**src/rtl/vertex_streamer.sv**
```systemverilog
// vertex_streamer: walks one object's vertex list in a synchronous-read
// vertex memory and presents each vertex as four float32 words to the
// transformation stage over a valid/ready handshake.
//
// Build option: define LOOP_EN to make the block restart from the latched
// base/count after every pass, so it streams continuously until reset.
// Without LOOP_EN, each accepted start_in produces a single pass.

module vertex_streamer #(
  parameter int ADDR_W   = 10,
  parameter int READ_LAT = 2
) (
  input  logic              clk_in,
  input  logic              rst_n_in,
  input  logic              start_in,
  input  logic [ADDR_W-1:0] base_addr_in,
  input  logic [ADDR_W:0]   vert_count_in,
  output logic              rd_en_out,
  output logic [ADDR_W-1:0] addr_out,
  input  logic [127:0]      data_in,
  output logic [31:0]       pos_out [3:0],
  output logic              valid_out,
  input  logic              ready_in,
  output logic              obj_done_out,
  output logic              busy_out,
  output logic              frame_done_out
);

  // Latency counter counts 0..READ_LAT while a read is in flight.
  localparam int LAT_W = (READ_LAT < 1) ? 1 : $clog2(READ_LAT + 1);
  localparam logic [LAT_W-1:0] LAT_LAST = LAT_W'(READ_LAT);
  localparam logic [LAT_W-1:0] LAT_ONE  = LAT_W'(1);
  localparam logic [ADDR_W-1:0] ADDR_ONE = ADDR_W'(1);
  localparam logic [ADDR_W:0]   IDX_ONE  = (ADDR_W + 1)'(1);

  typedef enum logic [1:0] {
    ST_IDLE    = 2'd0,
    ST_WAIT    = 2'd1,
    ST_PRESENT = 2'd2
  } state_t;

  state_t            state_r;
  logic [ADDR_W-1:0] base_r;
  logic [ADDR_W:0]   count_r;
  logic [ADDR_W:0]   idx_r;
  logic [LAT_W-1:0]  lat_cnt_r;
  logic              last_s;

  // The vertex currently being fetched/presented is the object's final one.
  assign last_s = (idx_r == (count_r - IDX_ONE));

  // Streaming state machine; every output is a register updated here.
  always_ff @(posedge clk_in or negedge rst_n_in) begin
    if (!rst_n_in) begin
      state_r        <= ST_IDLE;
      base_r         <= '0;
      count_r        <= '0;
      idx_r          <= '0;
      lat_cnt_r      <= '0;
      rd_en_out      <= 1'b0;
      addr_out       <= '0;
      valid_out      <= 1'b0;
      obj_done_out   <= 1'b0;
      busy_out       <= 1'b0;
      frame_done_out <= 1'b0;
      for (int i = 0; i < 4; i++) begin
        pos_out[i] <= 32'h0000_0000;
      end
    end else begin
      // Strobes are single-cycle unless re-asserted below.
      rd_en_out      <= 1'b0;
      frame_done_out <= 1'b0;
      case (state_r)
        ST_IDLE: begin
          if (start_in) begin
            base_r  <= base_addr_in;
            count_r <= vert_count_in;
            if (vert_count_in == '0) begin
              // Empty object: report completion without touching memory.
              frame_done_out <= 1'b1;
            end else begin
              busy_out  <= 1'b1;
              rd_en_out <= 1'b1;
              addr_out  <= base_addr_in;
              idx_r     <= '0;
              lat_cnt_r <= '0;
              state_r   <= ST_WAIT;
            end
          end else begin
            state_r <= ST_IDLE;
          end
        end
        ST_WAIT: begin
          if (lat_cnt_r == LAT_LAST) begin
            pos_out[0]   <= data_in[31:0];
            pos_out[1]   <= data_in[63:32];
            pos_out[2]   <= data_in[95:64];
            pos_out[3]   <= data_in[127:96];
            valid_out    <= 1'b1;
            obj_done_out <= last_s;
            state_r      <= ST_PRESENT;
          end else begin
            lat_cnt_r <= lat_cnt_r + LAT_ONE;
          end
        end
        ST_PRESENT: begin
          if (ready_in) begin
            valid_out <= 1'b0;
            lat_cnt_r <= '0;
            if (!last_s) begin
              // Next vertex; address wraps silently at 2**ADDR_W.
              idx_r     <= idx_r + IDX_ONE;
              addr_out  <= addr_out + ADDR_ONE;
              rd_en_out <= 1'b1;
              state_r   <= ST_WAIT;
            end else begin
              frame_done_out <= 1'b1;
              obj_done_out   <= 1'b0;
`ifdef LOOP_EN
              idx_r     <= '0;
              addr_out  <= base_r;
              rd_en_out <= 1'b1;
              state_r   <= ST_WAIT;
`else
              busy_out <= 1'b0;
              state_r  <= ST_IDLE;
`endif
            end
          end else begin
            // Stall: hold pos/obj_done/valid until the transfer happens.
            state_r <= ST_PRESENT;
          end
        end
        default: begin
          valid_out    <= 1'b0;
          obj_done_out <= 1'b0;
          busy_out     <= 1'b0;
          state_r      <= ST_IDLE;
        end
      endcase
    end
  end

endmodule

```
**config.mk**
```make
export PLATFORM = sky130hd
export DESIGN_NAME = vertex_streamer
export DESIGN_NICKNAME = d
export VERILOG_FILES = /design/src/rtl/vertex_streamer.sv
export SDC_FILE = /design/constraint.sdc
export NUM_CORES = 1
export LEC_CHECK = 0
export CELL_PAD_IN_SITES_DETAIL_PLACEMENT = 1
export CELL_PAD_IN_SITES_GLOBAL_PLACEMENT = 1
export CORE_ASPECT_RATIO = 1.25
export CORE_MARGIN = 2
export CORE_UTILIZATION = 36
export CTS_CLUSTER_SIZE = 28
export DETAILED_ROUTE_END_ITERATION = 12
export PLACE_DENSITY_LB_ADDON = 0.12
export RECOVER_POWER = 50
export SYNTH_ARGS = -nofsm -noshare
export SYNTH_HDL_FRONTEND = slang
export SYNTH_SLANG_ARGS = --single-unit
export TNS_END_PERCENT = 10
```
**constraint.sdc**
```tcl
create_clock -name clk_in -period 3.9 [get_ports clk_in]
set_input_delay 0.39 -clock clk_in [delete_from_list [all_inputs] [get_ports clk_in]]
set_output_delay 0.39 -clock clk_in [all_outputs]
set_load 0.02 [all_outputs]
```
==> flow_metrics.env <==
export IMPL_cp_required_ps=4210
export IMPL_wl_per_cell_um=20.7
export IMPL_dieWidth_um=131
export IMPL_netlist_area_leader_share_pct=58.6
export IMPL_vias=5587
export IMPL_hold_path_class="flop to flop"
export IMPL_finalSetupTns_ps=0
export IMPL_yosysTopAreaCell="dfrtp_1"
export IMPL_root_buffer="clkbuf_16"
export IMPL_layout_common_cells="236 x clkdlybuf4s50_1, 169 x dfrtp_1, 137 x mux2_2, 58 x dlygate4sd3_1, 25 x nand2_1"
export IMPL_timing_critical_path_from_type="flop"
export IMPL_clk_pin_slew_ps=70
export IMPL_postRouteAntennaNets=0
export IMPL_ir_drop_mv=0.417
export IMPL_gp_congestion=0.879
export IMPL_drive_above_1_share_pct=21.9
export IMPL_cts_buffers=17
export IMPL_rows=57
export IMPL_grt_pass1_wl_mm=35.9
export IMPL_clockBufferDepth=2
export IMPL_cts_repair_resized=0
export IMPL_dp_hpwl_mm=17.1
export IMPL_use_met1_pct=23.7
export IMPL_status="finished, violations left"
export IMPL_htree_levels=4
export IMPL_antenna_found_initial=5
export IMPL_p_per_area_nw_per_um2=856
export IMPL_cts_setup_buffers=0
export IMPL_final_core_util_pct=56.4
export IMPL_max_freq_ghz=0.318
export IMPL_initial_utilization_pct=36.9
export IMPL_synth_nets=698
export IMPL_power_leakage_nw=4.46
export IMPL_async_flop_share_pct=100
export IMPL_area_growth_pct=52.6
export IMPL_synthCells=541
export IMPL_boundaryPins=296
export IMPL_synth_area_top_cells="dfrtp_1 59%, mux2_2 21%, xnor2_1 1.7%, clkbuf_1 1.3%, nand2_1 1.3%"
export IMPL_grt_util_met2_pct=38.5
export IMPL_crit_type="flop to flop"
export IMPL_holdWs_ps=501
export IMPL_drt_wl_total_mm=23.1
export IMPL_grt_pass1_vias=6397
export IMPL_final_area_um2=11000
export IMPL_busiest_layer="met2"
export IMPL_use_met3_pct=9.06
export IMPL_finClkSkew_ps=10.1
export IMPL_coreArea_um2=19500
export IMPL_worstMarginPinSlew_ps=2890
export IMPL_violations="max-capacitance violations, max-slew violations"
export IMPL_final_period_utilization_pct=80.6
export IMPL_seq_area_frac_synth_pct=58.6
export IMPL_crit_arrival_ps=3450
export IMPL_first_pass_iters=4
export IMPL_finalSetupViolCount=0
export IMPL_die_h_um=162
export IMPL_synth_edf_count=0
export IMPL_cts_hold_fix_buffers=0
export IMPL_gr_usage_all_layers_pct=22.5
export IMPL_post_drt_via_cell_ratio=5.02
export IMPL_cts_tree="done"
export IMPL_drt_iter0_markers=230
export IMPL_cts_sinks=169
export IMPL_mostFrequentLayoutCell="clkdlybuf4s50_1"
export IMPL_syn_cell_area_um2=7220
export IMPL_endpoint_kind="flop"
export IMPL_fillers=2020
export IMPL_place_area_um2=10400
export IMPL_drc=0
export IMPL_die_area_um2=21200
export IMPL_yosys_warnings=0
export IMPL_gr_total_overflow=0
export IMPL_period_needed_ps=3140
export IMPL_maxCapViolCount=1
export IMPL_nets=989
export IMPL_synthFlopType="dfrtp_1"
export IMPL_rsz0062_at_grt="no"
export IMPL_slew_viol_final=109
export IMPL_cp_max_fo=6
export IMPL_ys_types=53
export IMPL_clk_latency_ps=430
export IMPL_grt_max_degree=110
export IMPL_hold_violations=0
export IMPL_port_buffer_count=295
export IMPL_max_slew_margin_pct=-92.7
export IMPL_synth_seq_cells=169
export IMPL_avgSynthCellArea_um2=13.3
-- cell usage after synthesis, types with 3 or more instances --
master / instances
xnor2_1: 14
dfrtp_1: 169
mux2_2: 137
nor2_1: 19
xor2_1: 7
and3_1: 3
and2_1: 4
nor3b_1: 4
or4_1: 3
a21oi_1: 12
inv_1: 8
clkbuf_1: 25
o21ai_0: 18
nand3b_1: 3
o22ai_1: 5
nand2_1: 25
nand3_1: 8
nor3_1: 5
o31ai_1: 4
o211ai_1: 5
ha_1: 4
a31oi_1: 7
nor4_1: 4
a211oi_1: 4
o22a_1: 3
mux2i_1: 5
nand4_1: 7
-- where the power goes --
group	switching [mW]	internal (mW)	total, mW
registers	0.556	2.60	3.16
clock network	0.760	0.913	1.67
logic	2.29	2.31	4.60
total	3.61	5.82	9.43
-- per-stage QoR --
step	setup slack [ps]	power [mW]	instances
6_report	756	9.43	1114
3_3_place_gp	903	7.77	1078
4_1_cts	721	9.66	1109
3_5_place_dp	779	7.92	1078
2_1_floorplan	1240	5.61	541
5_1_grt	500	9.95	1114
-- final cells by class --
cell class                 count  area (µm²)  share of cell area [%]
tap                          265         332                    3.01
clock buffer                  18         439                    3.99
sequential                   169        4230                    38.4
timing repair buffer         300        2990                    27.1
multi-input combinational    335        2840                    25.8
clock inverter                13         134                    1.22
antenna                        5        12.5                   0.114
inverter                       9        33.8                   0.307
-- path summary, 6_finish.rpt --
check,from,to,slack [ps],depth (start not counted)
worst max register to register,count_r[0],addr_out[4],760,9
worst min-delay path,pos_out[83],pos_out[83],500,1
worst min register to register,pos_out[83],pos_out[83],500,1
min in group asynchronous,rst_n_in,pos_out[68],820,1
max in group asynchronous,rst_n_in,pos_out[24],1330,1
worst max-delay path,count_r[0],addr_out[4],760,9
-- layer usage --
layer	up-vias	routed length (µm)
li1	2533	-
met1	2821	8150
met2	192	12300
met3	41	1910
met4	0	765
met5	-	0
-- cell families (layout without fill, tap and decap cells) --
kind of cell | Yosys count | in the layout | synth area share [%]
muxes | 142 | 142 | 22.1
buffers and inverters | 37 | 340 | 2.01
adders and majority gates | 4 | 4 | 0.693
xor gates and xnor gates | 21 | 21 | 2.55
AOI/OAI and AO/OA | 71 | 71 | 6.85
DFF | 169 | 169 | 58.6
other | 0 | 5 | 0
and+or+nand+nor | 97 | 97 | 7.25
-- flip-flops by register name (all words and copies together) (netlist names) --
name and cells:
pos_out 128, count_r 11, idx_r 11, addr_out 10, lat_cnt_r 2, state_r 2, busy_out 1, frame_done_out 1
obj_done_out 1, rd_en_out 1, valid_out 1
-- worst max-delay path, stage by stage, from the launching register on --
cell and delay, ps:
dfrtp_1 420, inv_1 100, ha_1 220, or3b_2 510, nor4_1 320, xnor2_1 220
o2111ai_2 210, o21ai_0 620, a21oi_1 140, o2bb2a_2 270
(Power assumes the default switching activity.)
